$ cat config.mk
export PLATFORM = sky130hd
export DESIGN_NAME = nbit_mosi_spi_buffer_flat
export DESIGN_NICKNAME = d
export VERILOG_FILES = /design/src/rtl/nbit_mosi_spi_buffer_if.sv /design/src/rtl/nbit_mosi_spi_buffer.sv /design/src/flat_wrapper.sv
export SDC_FILE = /design/constraint.sdc
export NUM_CORES = 1
export LEC_CHECK = 0
export CAP_MARGIN = 0
export CORE_MARGIN = 5
export CORE_UTILIZATION = 51
export DETAILED_ROUTE_END_ITERATION = 10
export GPL_ROUTABILITY_DRIVEN = 0
export GPL_TIMING_DRIVEN = 0
export PLACE_DENSITY_LB_ADDON = 0.05
export SLEW_MARGIN = 40
export SYNTH_ARGS = -nofsm -noshare
export SYNTH_HDL_FRONTEND = slang
export SYNTH_SLANG_ARGS = --single-unit
export TNS_END_PERCENT = 10
$ cat constraint.sdc
create_clock -name i_SCK -period 3.6 [get_ports i_SCK]
set_input_delay 1.08 -clock i_SCK [delete_from_list [all_inputs] [get_ports i_SCK]]
set_output_delay 1.08 -clock i_SCK [all_outputs]
set_load 0.03 [all_outputs]
$ cat src/rtl/nbit_mosi_spi_buffer_if.sv
// -----------------------------------------------------------------------------
// nbit_mosi_spi_buffer_if
// Bus between the display controller FSM and the buffered SPI MOSI
// transmitter. Clock and reset are not part of the bus.
//
// Signals
//   i_START          start request, level-sampled while the transmitter idles
//   i_DATA           N words of WIDTH bits, word k = i_DATA[k*WIDTH +: WIDTH]
//   i_DC             D/C flag per word, bit k belongs to word k
//   i_N_transmit     number of words to send (clamped to N)
//   o_MOSI           serial data, MSB first
//   o_CS             chip select, active-low
//   o_DC             D/C flag of the word currently shifting
//   o_MOSI_FINAL_TX  one-cycle pulse after the last bit of a frame
//
// Modports
//   master  display controller side (drives the request)
//   slave   transmitter side (drives the OLED pins)
// -----------------------------------------------------------------------------
interface nbit_mosi_spi_buffer_if #(
   parameter int unsigned WIDTH = 8,
   parameter int unsigned N     = 8
);
   logic                 i_START;
   logic [N*WIDTH-1:0]   i_DATA;
   logic [N-1:0]         i_DC;
   logic [4:0]           i_N_transmit;
   logic                 o_MOSI;
   logic                 o_CS;
   logic                 o_DC;
   logic                 o_MOSI_FINAL_TX;

   modport master (
      output i_START, i_DATA, i_DC, i_N_transmit,
      input  o_MOSI, o_CS, o_DC, o_MOSI_FINAL_TX
   );

   modport slave (
      input  i_START, i_DATA, i_DC, i_N_transmit,
      output o_MOSI, o_CS, o_DC, o_MOSI_FINAL_TX
   );
endinterface

$ cat src/rtl/nbit_mosi_spi_buffer.sv
// -----------------------------------------------------------------------------
// nbit_mosi_spi_buffer
// Buffered SPI MOSI transmitter for the SSD1331 OLED path. On a start request
// it latches up to N command/data words with their D/C flags and shifts them
// out back-to-back, MSB first, with chip select held low for the whole frame.
// The display SCLK pin is ~i_SCK (driven outside), so the panel samples
// mid-bit.
//
// Parameters
//   WIDTH  bits per word
//   N      buffer depth in words (1..31)
//
// Ports
//   i_SCK  clock, all state updates on the rising edge
//   i_RST  asynchronous active-high reset; aborts a frame without a final pulse
//   bus    nbit_mosi_spi_buffer_if.slave (request in, OLED pins out)
//
// All outputs are registered.
// -----------------------------------------------------------------------------
module nbit_mosi_spi_buffer #(
   parameter int unsigned WIDTH = 8,
   parameter int unsigned N     = 8
) (
   input  logic                   i_SCK,
   input  logic                   i_RST,
   nbit_mosi_spi_buffer_if.slave  bus
);

   localparam int unsigned     BW      = (WIDTH > 1) ? $clog2(WIDTH) : 1;
   localparam logic [4:0]      N_MAX   = 5'(N);
   localparam logic [BW-1:0]   BIT_TOP = BW'(WIDTH - 1);

   typedef enum logic {
      IDLE,
      SHIFT
   } state_t;

   state_t               state_q, state_d;

   // Words still to be sent after the current one; the next word always sits
   // in the low WIDTH bits, so no variable indexing of the buffer is needed.
   logic [N*WIDTH-1:0]   buf_q, buf_d;
   logic [N-1:0]         flag_q, flag_d;
   // Remaining bits of the current word, next bit to send in the MSB.
   logic [WIDTH-1:0]     cur_q, cur_d;

   logic [BW-1:0]        bit_q, bit_d;     // index of the bit currently on o_MOSI
   logic [4:0]           word_q, word_d;   // index of the word currently shifting
   logic [4:0]           cnt_q, cnt_d;     // words in this frame
   logic [4:0]           cnt_in;

   logic                 mosi_q, mosi_d;
   logic                 cs_q, cs_d;
   logic                 dc_q, dc_d;
   logic                 final_q, final_d;

   logic                 start_ok;
   logic                 bit_last;
   logic                 word_last;

   assign cnt_in    = (bus.i_N_transmit > N_MAX) ? N_MAX : bus.i_N_transmit;
   assign start_ok  = bus.i_START && (cnt_in != '0);
   assign bit_last  = (bit_q == '0);
   assign word_last = (word_q == (cnt_q - 5'd1));

   // ------------------------------------------------------------------------
   // State and datapath registers
   // ------------------------------------------------------------------------
   always_ff @(posedge i_SCK or posedge i_RST) begin
      if (i_RST) begin
         state_q <= IDLE;
         buf_q   <= '0;
         flag_q  <= '0;
         cur_q   <= '0;
         bit_q   <= '0;
         word_q  <= '0;
         cnt_q   <= '0;
         mosi_q  <= 1'b0;
         cs_q    <= 1'b1;
         dc_q    <= 1'b0;
         final_q <= 1'b0;
      end else begin
         state_q <= state_d;
         buf_q   <= buf_d;
         flag_q  <= flag_d;
         cur_q   <= cur_d;
         bit_q   <= bit_d;
         word_q  <= word_d;
         cnt_q   <= cnt_d;
         mosi_q  <= mosi_d;
         cs_q    <= cs_d;
         dc_q    <= dc_d;
         final_q <= final_d;
      end
   end

   // ------------------------------------------------------------------------
   // Next-state logic
   // ------------------------------------------------------------------------
   always_comb begin
      state_d = state_q;
      case (state_q)
         IDLE:    if (start_ok) state_d = SHIFT;
         SHIFT:   if (bit_last && word_last) state_d = IDLE;
         default: state_d = IDLE;
      endcase
   end

   // ------------------------------------------------------------------------
   // Next output / datapath values. The first bit of word 0 is presented at
   // the start edge itself, so each SHIFT edge presents the following bit and
   // the edge after the last bit closes the frame.
   // ------------------------------------------------------------------------
   always_comb begin
      buf_d   = buf_q;
      flag_d  = flag_q;
      cur_d   = cur_q;
      bit_d   = bit_q;
      word_d  = word_q;
      cnt_d   = cnt_q;
      mosi_d  = mosi_q;
      cs_d    = cs_q;
      dc_d    = dc_q;
      final_d = 1'b0;

      case (state_q)
         IDLE: begin
            cs_d   = 1'b1;
            mosi_d = 1'b0;
            dc_d   = 1'b0;
            if (bus.i_START) begin
               cnt_d = cnt_in;
            end
            if (start_ok) begin
               cs_d   = 1'b0;
               mosi_d = bus.i_DATA[WIDTH-1];
               dc_d   = bus.i_DC[0];
               cur_d  = bus.i_DATA[WIDTH-1:0] << 1;
               buf_d  = bus.i_DATA >> WIDTH;
               flag_d = bus.i_DC >> 1;
               bit_d  = BIT_TOP;
               word_d = '0;
            end
         end

         SHIFT: begin
            if (!bit_last) begin
               mosi_d = cur_q[WIDTH-1];
               cur_d  = cur_q << 1;
               bit_d  = bit_q - BW'(1);
            end else if (!word_last) begin
               mosi_d = buf_q[WIDTH-1];
               cur_d  = buf_q[WIDTH-1:0] << 1;
               buf_d  = buf_q >> WIDTH;
               dc_d   = flag_q[0];
               flag_d = flag_q >> 1;
               bit_d  = BIT_TOP;
               word_d = word_q + 5'd1;
            end else begin
               cs_d    = 1'b1;
               mosi_d  = 1'b0;
               dc_d    = 1'b0;
               final_d = 1'b1;
            end
         end

         default: begin
            cs_d   = 1'b1;
            mosi_d = 1'b0;
            dc_d   = 1'b0;
         end
      endcase
   end

   assign bus.o_MOSI          = mosi_q;
   assign bus.o_CS            = cs_q;
   assign bus.o_DC            = dc_q;
   assign bus.o_MOSI_FINAL_TX = final_q;

endmodule

$ cat src/flat_wrapper.sv
// flat-port wrapper written by rule: the top's interface ports become plain ports
module nbit_mosi_spi_buffer_flat 
#(
   parameter int unsigned WIDTH = 8,
   parameter int unsigned N     = 8
)
  (i_SCK, i_RST, bus_i_START, bus_i_DATA, bus_i_DC, bus_i_N_transmit, bus_o_MOSI, bus_o_CS, bus_o_DC, bus_o_MOSI_FINAL_TX);
  nbit_mosi_spi_buffer_if #(.WIDTH(WIDTH), .N(N)) bus_i ();
  input  logic i_SCK;
  input  logic i_RST;
  input wire logic [$bits(bus_i.i_START)-1:0] bus_i_START;
  input wire logic [$bits(bus_i.i_DATA)-1:0] bus_i_DATA;
  input wire logic [$bits(bus_i.i_DC)-1:0] bus_i_DC;
  input wire logic [$bits(bus_i.i_N_transmit)-1:0] bus_i_N_transmit;
  output wire logic [$bits(bus_i.o_MOSI)-1:0] bus_o_MOSI;
  output wire logic [$bits(bus_i.o_CS)-1:0] bus_o_CS;
  output wire logic [$bits(bus_i.o_DC)-1:0] bus_o_DC;
  output wire logic [$bits(bus_i.o_MOSI_FINAL_TX)-1:0] bus_o_MOSI_FINAL_TX;
  assign bus_i.i_START = bus_i_START;
  assign bus_i.i_DATA = bus_i_DATA;
  assign bus_i.i_DC = bus_i_DC;
  assign bus_i.i_N_transmit = bus_i_N_transmit;
  assign bus_o_MOSI = bus_i.o_MOSI;
  assign bus_o_CS = bus_i.o_CS;
  assign bus_o_DC = bus_i.o_DC;
  assign bus_o_MOSI_FINAL_TX = bus_i.o_MOSI_FINAL_TX;
  nbit_mosi_spi_buffer #(.WIDTH(WIDTH), .N(N)) u_core (.i_SCK(i_SCK), .i_RST(i_RST), .bus(bus_i));
endmodule
==> impl_metrics.py <==
metrics = {
    "finish": {
        "area_growth_pct": 30.54,
        "drive_gt1_frac": 0.1070,
        "final_nets": 537,
        "instances_no_fill": 560,
        "diodes": 0,
    },
    "clocking": {
        "holdBufCountCts": 0,
        "cts_tree": "built",
        "cts_root_buf": "clkbuf_8",
        "htreeDepth": 3,
        "post_cts_buffers": 0,
        "clock_latency_ns": 0.35,
        "cts_resized": 0,
        "clockBufferDepth": 2,
        "cts_buffers": 9,
        "clkSinkCount": 88,
        "cts.clk_slew.worst_paths_ns": 0.08,
    },
    "logic_synthesis": {
        "ys_ff_latch": 88,
        "synth_top_area_frac": 0.5379,
        "syn_nets": 442,
        "synth.most_common_cell": "dfrtp_1",
        "yosys_warnings": 0,
        "async_flop_share": 1.000,
        "yosysSeqAreaShare": 0.5444,
        "syn-cell-area_um2": 4048,
        "synth_edf_count": 0,
        "yosysUniqueCellTypes": 40,
        "synth_ff_type": "dfrtp_1",
        "synth_top_cell_by_area": "dfrtp_1",
        "syn_inst": 358,
        "syn_area_per_cell_um2": 11.31,
        "ys_top_cells_by_area": "dfrtp_1 (54%), o221a_2 (5.3%), o22ai_1 (4.8%)",
        "synthTopCellsByCount": "dfrtp_1 (87), o22ai_1 (31), or3_1 (30), clkbuf_1 (21), o221a_2 (19)",
    },
    "placed_design": {
        "dp_cells": 544,
        "dp_hpwl_mm": 7.578,
        "io_buffer_count": 83,
    },
    "power": {
        "cellPowerDensity_nw_per_um2": 734.9,
        "vdd_drop_max_uv": 346.3,
        "cellLeakagePower_uw": 0.002112,
    },
    "detailed_routing": {
        "wl_per_cell_um": 17.99,
        "totalWireLength_mm": 10.07,
        "dr_total_vias": 3318,
        "vias_per_cell": 5.925,
        "drc": 0,
        "ant_nets": 0,
        "first_pass_iters": 5,
        "drt_iter0_markers": 163,
    },
    "setup_path": {
        "required_ns": 3.80,
        "end_kind": "flop",
        "path_cells": "clkdlybuf4s50_1 -> or4_1 -> o21ai_1 -> nor2_1 -> a221oi_1 -> clkbuf_1 -> a221oi_1",
        "critPathSlowestCell": "or4_1",
        "rr_worst_depth": 9,
        "timing.rr.end": "u_core.buf_q[6]",
        "r2r_slack_ns": 0.84,
        "critPathKind": "in2reg",
        "cp.arrival_ns": 3.57,
        "slowest_delay_ns": 0.52,
        "crit_fanout": 10,
        "r2r-start": "u_core.cnt_q[0]",
        "start_kind": "input pin",
        "crit_top_cell": "a221oi_1",
    },
    "sta": {
        "tightest_slew_ns": 0.6682,
        "min_period_ns": 3.373,
        "fin_crit_sh": 0.9368,
        "slew_viol_final": 0,
        "setup_viol": 0,
        "fin_skew_ns": 0.008032,
        "grt_setup_unrepaired": "false",
        "slew_headroom": 0.5546,
        "hold_viol": 0,
        "fmax_ghz": 0.2965,
        "whs_ns": 0.5017,
    },
    "die": {
        "io_pins": 84,
        "num_rows": 32,
        "fp.coreArea_um2": 7727,
        "die_x_um": 99.09,
        "start_util": 0.5238,
        "dieArea_um2": 9818,
        "die_y_um": 99.09,
    },
    "global_routing": {
        "busiest_layer": "met2",
        "grt_start_max_net_pins": 58,
        "grt_usage": 0.2142,
        "grt_pass1_vias": 3365,
        "grt_pass1_wl_mm": 16.84,
        "overflow": 0,
        "met1_usage": 0.2996,
        "grtUsageMet3": 0.03326,
        "met2_usage": 0.3492,
        "antenna_found_initial": 0,
    },
    "run_status": {
        "status": "complete, no violations",
    },
    "min_path": {
        "hold_start": "u_core.bus.o_CS",
        "hold_class": "reg2reg",
        "hold_depth": 2,
        "min_to": "u_core.bus.o_CS",
    },
    "flow_run": {
        "cap_violations": 0,
    },
}
worst max-delay path by stage:
stage | startpoint | to | cells after the start
after global routing | bus_i_N_transmit[0] | u_core.cur_q[2] | 7
after detailed placement | bus_i_N_transmit[0] | u_core.buf_q[6] | 7
after floorplan | i_RST | u_core.bit_q[0] | 1
after global placement | i_RST | u_core.cnt_q[3] | 2
final | bus_i_N_transmit[0] | u_core.cur_q[2] | 7
after CTS | bus_i_N_transmit[0] | u_core.buf_q[6] | 7
per-layer routing:
metal | part of all wire | up-vias
li1 | - | 1573
met4 | 0.011 | 0
met5 | 0 | -
met1 | 0.46 | 1612
met2 | 0.48 | 124
met3 | 0.054 | 9
through the flow:
stage          utilization  power [µW]  setup WS, ns  cell area (µm²)  TNS [ns]
2_1_floorplan            -        2642        0.2431             4048         0
3_3_place_gp        0.6478        3011        -1.088             5006    -95.28
3_5_place_dp        0.6520        3072       -0.1332             5039    -2.349
4_1_cts             0.6838        3902        0.2367             5284         0
5_1_grt             0.6838        4124       0.04226             5284         0
6_report            0.6838        3883        0.2275             5284         0
cells in the final DEF (no fill, tap or decap), types with 10 or more instances in the layout:
cell type | netlist | routed
clkbuf_8 | 0 | 10
o221a_1 | 10 | 10
a22oi_1 | 11 | 11
clkdlybuf4s50_1 | 0 | 83
a2bb2oi_1 | 18 | 18
clkbuf_1 | 21 | 22
a22o_1 | 13 | 13
o221a_2 | 19 | 19
nor2_1 | 14 | 14
o22ai_1 | 31 | 31
inv_1 | 18 | 17
or3_1 | 30 | 30
dfrtp_1 | 87 | 87
worst max-delay path, delay by kind of cell:
kind                   cells  cell delay (ns)
AOI/OAI and AO/OA          3             0.93
buffers and inverters      2             0.83
and+or+nand+nor            2             0.73
layout make-up:
| class | count | area [µm²] |
|---|---|---|
| fillers | 598 | 2444 |
| inverters | 18 | 72.57 |
| repair buffers | 84 | 858.3 |
| multi-input cells | 222 | 1647 |
| clock inverters | 5 | 103.9 |
| clock buffers | 11 | 141.4 |
| plain buffers | 30 | 130.1 |
| flip-flops and latches | 88 | 2203 |
| well taps | 102 | 127.6 |
logic make-up after synthesis:
| group | after synthesis | synth area share |
|---|---|---|
| AOI/OAI and AO/OA | 134 | 0.2723 |
| xor gates and xnor gates | 6 | 0.01299 |
| DFF | 88 | 0.5444 |
| buffers and inverters | 48 | 0.04884 |
| and+or+nand+nor | 75 | 0.1017 |
| muxes | 3 | 0.007419 |
| adders and majority gates | 4 | 0.01237 |
flip-flops by register name, indices dropped and copies added (netlist names):
signal	flops
u_core.bus.o_CS	1
u_core.bus.o_MOSI_FINAL_TX	1
u_core.cnt_q	5
u_core.buf_q	56
u_core.bus.o_MOSI	1
u_core.word_q	5
u_core.flag_q	7
u_core.bus.o_DC	1
u_core.state_q	1
u_core.bit_q	3
u_core.cur_q	7
report_power, final:
group	internal, µW	leakage (µW)	switching [µW]
combinational	751	0.000993	687
sequential	1380	0.000995	248
clock	482	0.000124	339
total	2610	0.00211	1270
Power figures use the tool's default switching activity.
